<file path="src/rtl/led_pkg.sv">
// -----------------------------------------------------------------------------
// led_pkg
// Shared definitions for the LED signal conditioner.
//   WD_CND_CNT   : width of the per-channel debounce/stretch counter
//   cond_state_t : per-channel conditioning state
// Optional feature macro used by the files that import this package:
//   LED_SIG_COND_STRETCH_EN - enables the post-release stretch state.
// -----------------------------------------------------------------------------
package led_pkg;

    localparam int WD_CND_CNT = 24;

    typedef enum logic [2:0] {
        S_LOW     = 3'd0,
        S_RISE    = 3'd1,
        S_HIGH    = 3'd2,
        S_FALL    = 3'd3,
        S_STRETCH = 3'd4
    } cond_state_t;

endpackage

</file>
<file path="src/rtl/led_sig_cond_ch.sv">
// -----------------------------------------------------------------------------
// led_sig_cond_ch
// One conditioning channel: 2-flop synchroniser, debounce FSM with a shared
// cycle counter, registered level output and a one-cycle glitch pulse.
// Configuration macro: LED_SIG_COND_STRETCH_EN (adds the post-release
// stretch state and the NB_STRETCH_CYC parameter).
// Ports:
//   clk    in  1  system clock
//   rst_n  in  1  asynchronous active-low reset
//   raw    in  1  raw status line, asynchronous to clk
//   level  out 1  conditioned level (registered)
//   glitch out 1  one-cycle pulse when a debounce attempt is rejected
// -----------------------------------------------------------------------------
module led_sig_cond_ch
    import led_pkg::*;
#(
    parameter logic [WD_CND_CNT-1:0] NB_DEB_CYC     = 24'd1000
`ifdef LED_SIG_COND_STRETCH_EN
   ,parameter logic [WD_CND_CNT-1:0] NB_STRETCH_CYC = 24'd10000000
`endif
) (
    input  logic clk,
    input  logic rst_n,
    input  logic raw,
    output logic level,
    output logic glitch
);

    // Terminal counts; the compare fires one cycle before the counter would
    // reach the parameter value, so cnt never needs to hold 2^24-1 + 1.
    localparam logic [WD_CND_CNT-1:0] DEB_LAST = NB_DEB_CYC - 24'd1;
`ifdef LED_SIG_COND_STRETCH_EN
    localparam logic [WD_CND_CNT-1:0] STR_LAST = NB_STRETCH_CYC - 24'd1;
`endif

    logic [1:0]            sync_q;
    logic                  sync;
    cond_state_t           state;
    logic [WD_CND_CNT-1:0] cnt;

    assign sync = sync_q[1];

    always_ff @(posedge clk or negedge rst_n) begin
        if (!rst_n) begin
            sync_q <= 2'b00;
            state  <= S_LOW;
            cnt    <= '0;
            level  <= 1'b0;
            glitch <= 1'b0;
        end else begin
            sync_q <= {sync_q[0], raw};
            glitch <= 1'b0;
            case (state)
                S_LOW: begin
                    if (sync) begin
                        state <= S_RISE;
                        cnt   <= '0;
                    end
                end
                S_RISE: begin
                    if (!sync) begin
                        state  <= S_LOW;
                        glitch <= 1'b1;
                    end else if (cnt == DEB_LAST) begin
                        state <= S_HIGH;
                        level <= 1'b1;
                    end else begin
                        cnt <= cnt + 24'd1;
                    end
                end
                S_HIGH: begin
                    if (!sync) begin
                        state <= S_FALL;
                        cnt   <= '0;
                    end
                end
                S_FALL: begin
                    if (sync) begin
                        state  <= S_HIGH;
                        glitch <= 1'b1;
                    end else if (cnt == DEB_LAST) begin
`ifdef LED_SIG_COND_STRETCH_EN
                        state <= S_STRETCH;
                        cnt   <= '0;
`else
                        state <= S_LOW;
                        level <= 1'b0;
`endif
                    end else begin
                        cnt <= cnt + 24'd1;
                    end
                end
`ifdef LED_SIG_COND_STRETCH_EN
                S_STRETCH: begin
                    // A return to high here is a genuine re-assertion, not a
                    // bounce, so it is not counted as a glitch.
                    if (sync) begin
                        state <= S_HIGH;
                    end else if (cnt == STR_LAST) begin
                        state <= S_LOW;
                        level <= 1'b0;
                    end else begin
                        cnt <= cnt + 24'd1;
                    end
                end
`endif
                default: begin
                    state <= S_LOW;
                    level <= 1'b0;
                end
            endcase
        end
    end

endmodule

</file>
<file path="src/rtl/led_sig_cond.sv">
// -----------------------------------------------------------------------------
// led_sig_cond
// Per-channel signal conditioner feeding the LED driver monitor bus, plus a
// shared saturating counter of rejected glitches.
// Configuration macro: LED_SIG_COND_STRETCH_EN (post-release stretch; when
// undefined NB_STRETCH_CYC only takes part in the parameter range check).
// Ports:
//   i_sys_clk             in  1            system clock
//   i_sys_resetn          in  1            asynchronous active-low reset
//   i_raw_signal          in  WD_LED_NUMB  raw status lines (asynchronous)
//   o_bus_monitor_signal  out WD_LED_NUMB  conditioned level per channel
//   m_err_cond_info       out WD_ERR_INFO  saturating glitch count
// -----------------------------------------------------------------------------
module led_sig_cond
    import led_pkg::*;
#(
    parameter int                    WD_LED_NUMB    = 5,
    parameter logic [WD_CND_CNT-1:0] NB_DEB_CYC     = 24'd1000,
    parameter logic [WD_CND_CNT-1:0] NB_STRETCH_CYC = 24'd10000000,
    parameter int                    WD_ERR_INFO    = 4
) (
    input  logic                   i_sys_clk,
    input  logic                   i_sys_resetn,
    input  logic [WD_LED_NUMB-1:0] i_raw_signal,
    output logic [WD_LED_NUMB-1:0] o_bus_monitor_signal,
    output logic [WD_ERR_INFO-1:0] m_err_cond_info
);

    // Zero-length debounce or stretch would underflow the terminal count.
    if (NB_DEB_CYC == '0 || NB_STRETCH_CYC == '0) begin : g_bad_param
        $error("led_sig_cond: NB_DEB_CYC and NB_STRETCH_CYC must be >= 1");
    end

    localparam logic [WD_ERR_INFO-1:0] ERR_MAX = {WD_ERR_INFO{1'b1}};
    localparam logic [WD_ERR_INFO-1:0] ERR_ONE = {{(WD_ERR_INFO-1){1'b0}}, 1'b1};

    logic [WD_LED_NUMB-1:0] glitch;

    for (genvar gi = 0; gi < WD_LED_NUMB; gi++) begin : g_ch
        led_sig_cond_ch #(
            .NB_DEB_CYC     (NB_DEB_CYC)
`ifdef LED_SIG_COND_STRETCH_EN
           ,.NB_STRETCH_CYC (NB_STRETCH_CYC)
`endif
        ) u_ch (
            .clk    (i_sys_clk),
            .rst_n  (i_sys_resetn),
            .raw    (i_raw_signal[gi]),
            .level  (o_bus_monitor_signal[gi]),
            .glitch (glitch[gi])
        );
    end

    // Simultaneous glitches on several channels count as a single event.
    always_ff @(posedge i_sys_clk or negedge i_sys_resetn) begin
        if (!i_sys_resetn) begin
            m_err_cond_info <= '0;
        end else if (|glitch && m_err_cond_info != ERR_MAX) begin
            m_err_cond_info <= m_err_cond_info + ERR_ONE;
        end
    end

endmodule

</file>
<file path="config.mk">
export PLATFORM = sky130hd
export DESIGN_NAME = led_sig_cond
export DESIGN_NICKNAME = d
export VERILOG_FILES = /design/src/rtl/led_pkg.sv /design/src/rtl/led_sig_cond_ch.sv /design/src/rtl/led_sig_cond.sv
export SDC_FILE = /design/constraint.sdc
export NUM_CORES = 1
export LEC_CHECK = 0
export ABC_AREA = 1
export CORE_MARGIN = 5
export CORE_UTILIZATION = 45
export DETAILED_ROUTE_END_ITERATION = 12
export MAX_ROUTING_LAYER = met4
export PLACE_DENSITY_LB_ADDON = 0.05
export SLEW_MARGIN = 20
export SYNTH_ARGS = -nofsm -noshare
export SYNTH_HDL_FRONTEND = slang
export SYNTH_SLANG_ARGS = --single-unit
</file>
<file path="constraint.sdc">
create_clock -name i_sys_clk -period 2.55 [get_ports i_sys_clk]
set_clock_uncertainty 0.05 [all_clocks]
set_input_delay 0.51 -clock i_sys_clk [delete_from_list [all_inputs] [get_ports i_sys_clk]]
set_output_delay 0.51 -clock i_sys_clk [all_outputs]
set_load 0.01 [all_outputs]
</file>
==> results of run 1 <==
logic make-up after synthesis:
family	synth area share
AND/OR/NAND/NOR	0.391
buffers and inverters	0.0781
flip-flops	0.384
AO/OA/AOI/OAI	0.0604
XOR/XNOR	0.0532
adder cells (fa/ha/maj)	0.0324
multiplexers	0.00112
area by class of cell:
type | count | area share
Inverter | 145 | 0.0492
Timing Repair Buffer | 34 | 0.0302
Multi-Input combinational cell | 1150 | 0.489
Sequential cell | 154 | 0.348
Clock inverter | 10 | 0.00826
Tap cell | 280 | 0.0317
Clock buffer | 22 | 0.0429
metal layers:
layer / track usage / share of wire
met5: - / 0
met1: 0.261 / 0.49
met2: 0.310 / 0.46
met4: 0.0454 / 0.015
met3: 0.0316 / 0.030
worst max-delay path, cell delays in order (launching register included):
cell     delay [ns]
dfrtp_1        0.42
ha_1           0.26
nand2_1        0.12
inv_1          0.07
nand2_1        0.04
nor2_1         0.15
nand3_2        0.16
nand3_1        0.18
nand2_2        0.08
inv_2          0.34
o21ai_0        0.18
placed cells by master (no fill, tap or decap), drive strengths merged, types with 22 or more instances in the layout:
cell	n
xor2	44
dfrtp	154
nor2	247
o21ai	94
ha	26
inv	146
clkbuf	22
nand4	24
nand3	147
nand2	487
nor3	35
metrics by stage:
stage | setup WS (ns) | instance area, um^2
2_1_floorplan | 0.758 | 10000
3_3_place_gp | 0.397 | 10500
3_5_place_dp | 0.362 | 10500
4_1_cts | 0.346 | 11100
5_1_grt | 0.0214 | 11100
6_report | 0.351 | 11100
synthesized netlist by cell type, types with 7 or more instances:
master,n
o21ai_0,83
nand4_1,24
nand3_1,145
inv_1,141
nand2_1,482
dfrtp_1,154
a21oi_1,13
buf_2,8
buf_6,8
ha_1,26
xor2_1,44
nor2_1,239
buf_4,11
nor3_1,35
xnor2_1,17
nor2_2,7
sequential cells by signal, indices dropped and copies added (netlist names), named ones only:
| name | flops |
|---|---|
| g_ch.u_ch.cnt | 120 |
| g_ch.u_ch.glitch | 5 |
| g_ch.u_ch.sync_q | 10 |
| g_ch.u_ch.level | 5 |
| m_err_cond_info | 4 |
| g_ch.u_ch.state | 5 |
worst max path at each step:
stage / start / end / slack, ns / cells past startpoint
after floorplan: g_ch[3].u_ch.state[0]$_DFFE_PN0P_ / g_ch[3].u_ch.cnt[19]$_DFFE_PN0P_ / 0.76 / 10
after global placement: g_ch[3].u_ch.cnt[0]$_DFFE_PN0P_ / g_ch[3].u_ch.cnt[18]$_DFFE_PN0P_ / 0.40 / 10
after detailed placement: g_ch[3].u_ch.cnt[0]$_DFFE_PN0P_ / g_ch[3].u_ch.cnt[19]$_DFFE_PN0P_ / 0.36 / 10
after CTS: g_ch[3].u_ch.cnt[0]$_DFFE_PN0P_ / g_ch[3].u_ch.cnt[18]$_DFFE_PN0P_ / 0.35 / 10
after global routing: g_ch[3].u_ch.cnt[0]$_DFFE_PN0P_ / g_ch[3].u_ch.cnt[18]$_DFFE_PN0P_ / 0.02 / 10
final: g_ch[3].u_ch.cnt[0]$_DFFE_PN0P_ / g_ch[3].u_ch.cnt[23]$_DFFE_PN0P_ / 0.35 / 10
power breakdown:
group | total, mW | switching, mW | internal [mW]
Clock | 2.45 | 1.03 | 1.42
Combinational | 2.93 | 1.99 | 0.936
Sequential | 3.02 | 0.299 | 2.72
==> results.toml, run 1 <==
[sta]
slew_headroom = 0.650
fin_crit_sh = 0.862
holdWs_ns = 0.294
fin_setup_tns_ns = 0
tightest_slew_ns = 0.523
setup_viol = 0
hold_violations = 0
fmaxAchievable_ghz = 0.455
rsz0062_at_grt = "no"
min_period_ns = 2.20
drv_slew = 0

[global_routing]
grtUsageTotal = 0.194
overflow = 0
antenna_found_initial = 0
grt_start_max_net_pins = 49
grt_pass1_vias = 8508
grt_pass1_wl_um = 40900

[detailed_routing]
vias = 8966
drt_first_iter_violations = 564
via_per_inst = 4.99
detail-route-antenna-nets = 0
wl_per_cell_um = 13.1
first_pass_iters = 5
drc = 0
wl_um = 23500

[setup_path]
worstSetupPathType = "register to register"
regToRegSetupSlack_ns = 0.35
worstSetupStartpointType = "register"
r2r-start = "g_ch[3].u_ch.cnt[0]$_DFFE_PN0P_"
end_kind = "register"
path_max_fanout = 24
rr_worst_depth = 10
cp.arrival_ns = 2.42
reg2reg_to = "g_ch[3].u_ch.cnt[23]$_DFFE_PN0P_"
crit_required_ns = 2.77

[logic_synthesis]
yosysTopAreaCellShare = 0.384
synth_edf_count = 0
synth_cell_types = 33
synth_nets = 1516
synth-seq-cells = 154
yosys_warnings = 0
synthFlopType = "dfrtp_1"
seq_area_frac_synth = 0.384
syn-instance-count = 1483
avgSynthCellArea_um2 = 6.77
synth_area_leaders = "dfrtp_1, nand2_1, nor2_1"
netlist_area_um2 = 10000
synthArstFlopShare = 1.00
synth_top_cell_by_area = "dfrtp_1"

[layout]
layout-drive-gt1-share = 0.0548
fill_cells = 2248
register_area_um2 = 3850
fin_util = 0.505
final_cells = 1795
diodes = 0
multi_input_area_um2 = 5410
area_growth_pct = 10.1
num-nets-final = 1535

[clock_network]
cts_tree = "done"
hold_buffers = 1
post-cts-setup-buffers = 0
htreeDepth = 4
clk_pin_slew_ns = 0.06
clk_path_buf_depth = 2
cts-root-buf = "clkbuf_16"
cts.sinks = 154
clk_latency_ns = 0.42
post_cts_resized = 0
cts_buffers = 17

[outcome]
status = "finished clean"

[floorplan]
fp.coreArea_um2 = 21900
die_x_um = 159
start_util = 0.459
die-area_um2 = 25400
num_io_pins = 16
dieHeight_um = 159
rows = 54

[placement]
io_buffers = 15
placed_cells = 1762
hpwl_um = 17600
place.gp.congestion = 0.926

[min_path]
hold_class = "register to register"
hold_start = "g_ch[4].u_ch.sync_q[0]$_DFF_PN0_"
min_path_cells = 0
worstHoldEndpoint = "g_ch[4].u_ch.sync_q[1]$_DFF_PN0_"

[power]
ir_drop_v = 0.000467
power_density_nw_per_um2 = 759
power.total_mw = 8.39
leakagePower_nw = 5.04

[flow_run]
cap_viol_max_count = 0
Power figures use the tool's default switching activity.
==> run 2: changes to the inputs <==
--- a/config.mk
+++ b/config.mk
@@ -5,7 +5,7 @@
 export SDC_FILE = /design/constraint.sdc
 export NUM_CORES = 1
 export LEC_CHECK = 0
-export ABC_AREA = 1
+export ABC_AREA = 0
 export CORE_MARGIN = 5
 export CORE_UTILIZATION = 45
 export DETAILED_ROUTE_END_ITERATION = 12
==> results.toml, run 2 <==
[global_routing]
grtUsageTotal = 0.191
grt_use_met2 = 0.305
grt_pass1_vias = 7060
busiest_layer = "met2"
met3_usage = 0.0383
use_met1 = 0.246
antenna_found_initial = 0
grt_pass1_wl_um = 33800
grt_start_max_net_pins = 60
overflow = 0

[layout]
largest_reg_flops = 120
final_cells = 1207
area_growth_pct = 13.9
regMostFlops = "g_ch.u_ch.cnt"
top_regs = "g_ch.u_ch.cnt x120, g_ch.u_ch.sync_q x10"
layout-drive-gt1-share = 0.0925
fill_cells = 1733
multi_input_area_um2 = 4420
most-common-layout-cells = "dfrtp_1, nor2_1, nand2_1"
final_common_cell = "dfrtp_1"
num-nets-final = 994
diodes = 0
register_area_um2 = 3850

[power]
power_density_nw_per_um2 = 906
power.total_mw = 8.82
p_seq_frac = 0.338
swShare = 0.370
internal_power_mw = 5.55
leakagePower_nw = 4.07
ir_drop_v = 0.000459
p_comb_frac = 0.353
p_switching_mw = 3.26
clkPwrFrac = 0.309

[detailed_routing]
wl_um = 19400
detail-route-antenna-nets = 0
drt_first_iter_violations = 354
drc = 0
vias = 7157
via_per_inst = 5.93
wl_per_cell_um = 16.1
first_pass_iters = 4

[clock_network]
cts.sinks = 154
htreeDepth = 4
cts_buffers = 17
cts_tree = "done"
clk_pin_slew_ns = 0.06
clk_path_buf_depth = 2
clk_latency_ns = 0.42
cts-root-buf = "clkbuf_16"

[flow_run]
cap_viol_max_count = 0

[placement]
dpl_worst_slack_ns = 0.156
place.gp.congestion = 0.875
placed_cells = 1175
io_buffers = 15
hpwl_um = 13500

[floorplan]
num_io_pins = 16
fp.coreArea_um2 = 18700
start_util = 0.457
die_x_um = 148
dieHeight_um = 148
rows = 50
die-area_um2 = 21900

[sta]
fin_crit_sh = 0.912
min_period_ns = 2.33
fmaxAchievable_ghz = 0.430
setup_viol = 0
worst_slack_ns = 0.224
hold_violations = 0
rsz0062_at_grt = "no"
holdWs_ns = 0.299
slew_headroom = 0.480
fin_setup_tns_ns = 0
drv_slew = 0
tightest_slew_ns = 0.781

[setup_path]
crit_required_ns = 2.85
cp.arrival_ns = 2.62
worstSetupStartpointType = "register"
path_max_fanout = 14
worstSetupPathType = "register to register"
end_kind = "register"

[logic_synthesis]
synth_area_leaders = "dfrtp_1, nor2_1, xnor2_1"
synthFlopType = "dfrtp_1"
netlist_area_um2 = 8550
synthArstFlopShare = 1.00
avgSynthCellArea_um2 = 9.17
yosys_warnings = 0
synth-seq-cells = 154
synth_edf_count = 0
synth_top_cell_by_area = "dfrtp_1"
seq_area_frac_synth = 0.451
synth_cell_types = 63
yosysTopAreaCellShare = 0.451
yosysMostFrequentCell = "dfrtp_1"
synth_nets = 965
syn-instance-count = 932
ys_top_cells_by_count = "dfrtp_1, nor2_1, nand2_1"

[outcome]
status = "finished clean"

[min_path]
hold_class = "register to register"
-- run 2: power groups by stage --
stage	Clock (mW)	Sequential [mW]	Combinational, mW
finish	2.72	2.98	3.11
global route	2.89	3.03	3.53
CTS	2.79	2.98	3.12
detailed placement	0	3.02	3.11
global placement	0	3.00	3.02
floorplan	0	2.95	2.10
-- run 2: worst max-delay path, cell delays in order (launching register included) --
cell	delay, ns
dfrtp_2	0.40
inv_1	0.09
ha_1	0.26
nor3_2	0.22
a21o_1	0.18
o21ai_1	0.17
buf_4	0.22
or4_1	0.50
a21oi_1	0.15
-- run 2: timing repair --
item | in CTS | in global routing
buffers inserted | 0 | 0
setup endpoints to repair | 0 | 4
hold buffers | 1 | 0
hold endpoints to repair | 17 | 0
gates resized for setup | 0 | 3
-- run 2: layer usage --
layer	vias up	routed length, um	share of wire
met2	112	9400	0.48
met4	0	227	0.012
met1	3532	9120	0.47
li1	3488	-	-
met3	25	638	0.033
met5	-	0	0
-- run 2: metrics by stage --
step,utilization,area [um^2]
floorplan,-,8550
global placement,0.486,9080
detailed placement,0.486,9080
CTS,0.520,9720
global route,0.520,9740
finish,0.520,9740
-- run 2: area by class of cell --
| class | count | share of cell area |
|---|---|---|
| multi-input combinational | 705 | 0.454 |
| sequential | 154 | 0.396 |
| clock buffer | 24 | 0.0505 |
| timing repair buffer | 44 | 0.0407 |
| tap | 234 | 0.0301 |
| inverter | 39 | 0.0150 |
| clock inverter | 7 | 0.0141 |
-- run 2: kinds of logic (layout without fill, tap and decap cells) --
group,count (synthesis),count (layout),synth area share
mux,11,11,0.0138
simple gates,436,436,0.272
xor+xnor,49,49,0.0502
compound gates,183,183,0.140
buf+inv,73,114,0.0354
fa+ha+maj,26,26,0.0381
flops,154,154,0.451
-- run 2: final timing paths --
check / start / end / slack [ns] / depth (start not counted)
setup / recovery: g_ch[0].u_ch.state[0]$_DFFE_PN0P_ / g_ch[0].u_ch.cnt[17]$_DFFE_PN0P_ / 0.22 / 8
hold reg to reg: g_ch[1].u_ch.sync_q[0]$_DFF_PN0_ / g_ch[1].u_ch.sync_q[1]$_DFF_PN0_ / 0.30 / 0
max in group asynchronous: i_sys_resetn / g_ch[2].u_ch.cnt[13]$_DFFE_PN0P_ / 1.18 / 3
setup reg to reg: g_ch[0].u_ch.state[0]$_DFFE_PN0P_ / g_ch[0].u_ch.cnt[17]$_DFFE_PN0P_ / 0.22 / 8
hold / removal: g_ch[1].u_ch.sync_q[0]$_DFF_PN0_ / g_ch[1].u_ch.sync_q[1]$_DFF_PN0_ / 0.30 / 0
min in group asynchronous: i_sys_resetn / g_ch[1].u_ch.cnt[0]$_DFFE_PN0P_ / 0.55 / 2
==> run 3: changes to the inputs <==
--- a/config.mk
+++ b/config.mk
@@ -14,4 +14,5 @@
 export SLEW_MARGIN = 20
 export SYNTH_ARGS = -nofsm -noshare
 export SYNTH_HDL_FRONTEND = slang
+export SYNTH_HIERARCHICAL = 1
 export SYNTH_SLANG_ARGS = --single-unit
==> results.toml, run 3 <==
[clock_network]
cts.sinks = 154
cts-root-buf = "clkbuf_16"
cts_buffers = 17
clk_path_buf_depth = 2
clk_latency_ns = 0.43
htreeDepth = 4
post_cts_resized = 0
clk_pin_slew_ns = 0.06
cts_tree = "done"

[layout]
largest_reg_flops = 120
most-common-layout-cells = "dfrtp_1, nor2_1, o21ai_0"
diodes = 0
fin_util = 0.519
final_common_cell = "dfrtp_1"
layout-drive-gt1-share = 0.0986
regMostFlops = "g_ch.u_ch/cnt"
num-nets-final = 957
fill_cells = 1678
area_growth_pct = 13.0
top_regs = "g_ch.u_ch/cnt x120, g_ch.u_ch/sync_q x10"

[logic_synthesis]
synth_nets = 927
netlist_area_um2 = 8630
synth-seq-cells = 154
synth_cell_types = 60
synthArstFlopShare = 1.00
synth_edf_count = 0
synth_area_leaders = "dfrtp_1, xnor2_1, ha_1"
yosysMostFrequentCell = "dfrtp_1"
ys_top_cells_by_count = "dfrtp_1, nor2_1, o21ai_0"
synthFlopType = "dfrtp_1"
syn-instance-count = 890
seq_area_frac_synth = 0.447
synth-xor-area-share = 0.0680
avgSynthCellArea_um2 = 9.69
synthSimpleGateAreaFrac = 0.283
yosysTopAreaCellShare = 0.447
synth_top_cell_by_area = "dfrtp_1"
yosys_warnings = 6
synth_compound_area_frac = 0.117
synth_adder_area_share = 0.0435
synth_top_family_by_area = "simple AND/OR/NAND/NOR gates"
synth_mux_area_frac = 0.0155

[sta]
fmaxAchievable_ghz = 0.441
min_period_ns = 2.27
hold_violations = 0
fin_crit_sh = 0.889
setup_viol = 0
fin_setup_tns_ns = 0
rsz0062_at_grt = "no"
tightest_slew_ns = 0.547
worst_slack_ns = 0.283
slew_headroom = 0.635
holdWs_ns = 0.296
drv_slew = 0

[global_routing]
grtUsageTotal = 0.185
antenna_found_initial = 0
grt_pass1_wl_um = 33000
grt_pass1_vias = 6994
overflow = 0
grt_start_max_net_pins = 51

[setup_path]
worstSetupPathType = "register to register"
end_kind = "register"
path_max_fanout = 16
cp.arrival_ns = 2.56
worstSetupStartpointType = "register"
regToRegSetupSlack_ns = 0.28
crit_required_ns = 2.84

[placement]
hpwl_um = 13500
dpl_worst_slack_ns = 0.260
io_buffers = 15
place.gp.congestion = 0.880

[power]
internal_power_mw = 5.49
p_comb_frac = 0.342
clkPwrFrac = 0.316
power_density_nw_per_um2 = 887
ir_drop_v = 0.000457
p_seq_frac = 0.342
leakagePower_nw = 3.96
power.total_mw = 8.64
p_switching_mw = 3.15
swShare = 0.365

[min_path]
hold_class = "register to register"

[outcome]
status = "finished clean"

[floorplan]
rows = 50
die-area_um2 = 22000
die_x_um = 148
start_util = 0.460
fp.coreArea_um2 = 18800
num_io_pins = 16
dieHeight_um = 148

[detailed_routing]
wl_per_cell_um = 16.1
drc = 0
wl_um = 18800
first_pass_iters = 5
via_per_inst = 5.80
drt_first_iter_violations = 376
detail-route-antenna-nets = 0
vias = 6767

[flow_run]
cap_viol_max_count = 0
[run 3: what timing repair did]
| action | 4_1_cts | 5_1_grt |
|---|---|---|
| endpoints found under the hold margin | 20 | 0 |
| setup endpoints to repair | 0 | 0 |
| setup buffers | 0 | 0 |
| hold buffers | 1 | 0 |
[run 3: final timing paths]
kind	startpoint	endpoint	cells after the start
min	g_ch[2].u_ch/sync_q[0]$_DFF_PN0_	g_ch[2].u_ch/sync_q[1]$_DFF_PN0_	0
max in group asynchronous	i_sys_resetn	g_ch[3].u_ch/cnt[18]$_DFFE_PN0P_	3
min in group asynchronous	i_sys_resetn	g_ch[2].u_ch/cnt[17]$_DFFE_PN0P_	2
max reg2reg	g_ch[0].u_ch/state[0]$_DFFE_PN0P_	g_ch[0].u_ch/cnt[15]$_DFFE_PN0P_	7
max	g_ch[0].u_ch/state[0]$_DFFE_PN0P_	g_ch[0].u_ch/cnt[15]$_DFFE_PN0P_	7
min reg2reg	g_ch[2].u_ch/sync_q[0]$_DFF_PN0_	g_ch[2].u_ch/sync_q[1]$_DFF_PN0_	0
[run 3: layer usage]
metal	vias up	global-route usage	wire length, um
met5	-	-	0
met4	0	0.0508	280
met2	106	0.309	9310
met1	3369	0.230	8770
met3	19	0.0384	481
li1	3273	-	-
[run 3: power by group through the flow]
stage / clock, mW / combinational [mW] / sequential (mW)
6_report: 2.73 / 2.96 / 2.96
5_1_grt: 2.92 / 3.30 / 3.00
4_1_cts: 2.79 / 2.98 / 2.96
3_5_place_dp: 0 / 2.97 / 3.00
3_3_place_gp: 0 / 2.87 / 2.98
2_1_floorplan: 0 / 2.17 / 2.95
[run 3: cell type report]
type | instances | area [um^2] | share of cell area
Tap cell | 234 | 293 | 0.0300
Clock inverter | 10 | 164 | 0.0168
Timing Repair Buffer | 27 | 256 | 0.0263
Clock buffer | 22 | 474 | 0.0487
Sequential cell | 154 | 3850 | 0.395
Multi-Input combinational cell | 678 | 4550 | 0.466
Inverter | 42 | 158 | 0.0162
[run 3: kinds of logic (layout without fill, tap and decap cells)]
family	Yosys count	in the layout
and+or+nand+nor	416	416
adders and majority gates	30	30
muxes	12	12
AOI/OAI and AO/OA	153	153
DFF	154	154
buffers and inverters	58	101
xor gates and xnor gates	67	67
[run 3: worst max-delay path, stage by stage, from the launching register on]
cell,delay [ns]
dfrtp_1,0.43
inv_1,0.12
ha_1,0.29
nor3b_4,0.24
or2_2,0.21
o31ai_4,0.15
or4_1,0.53
a21oi_1,0.16
[run 3: through the flow]
| stage | cell area [um^2] | instances |
|---|---|---|
| floorplan | 8630 | 890 |
| detailed placement | 9100 | 1134 |
| global placement | 9100 | 1134 |
| global route | 9740 | 1167 |
| finish | 9740 | 1167 |
| CTS | 9740 | 1167 |
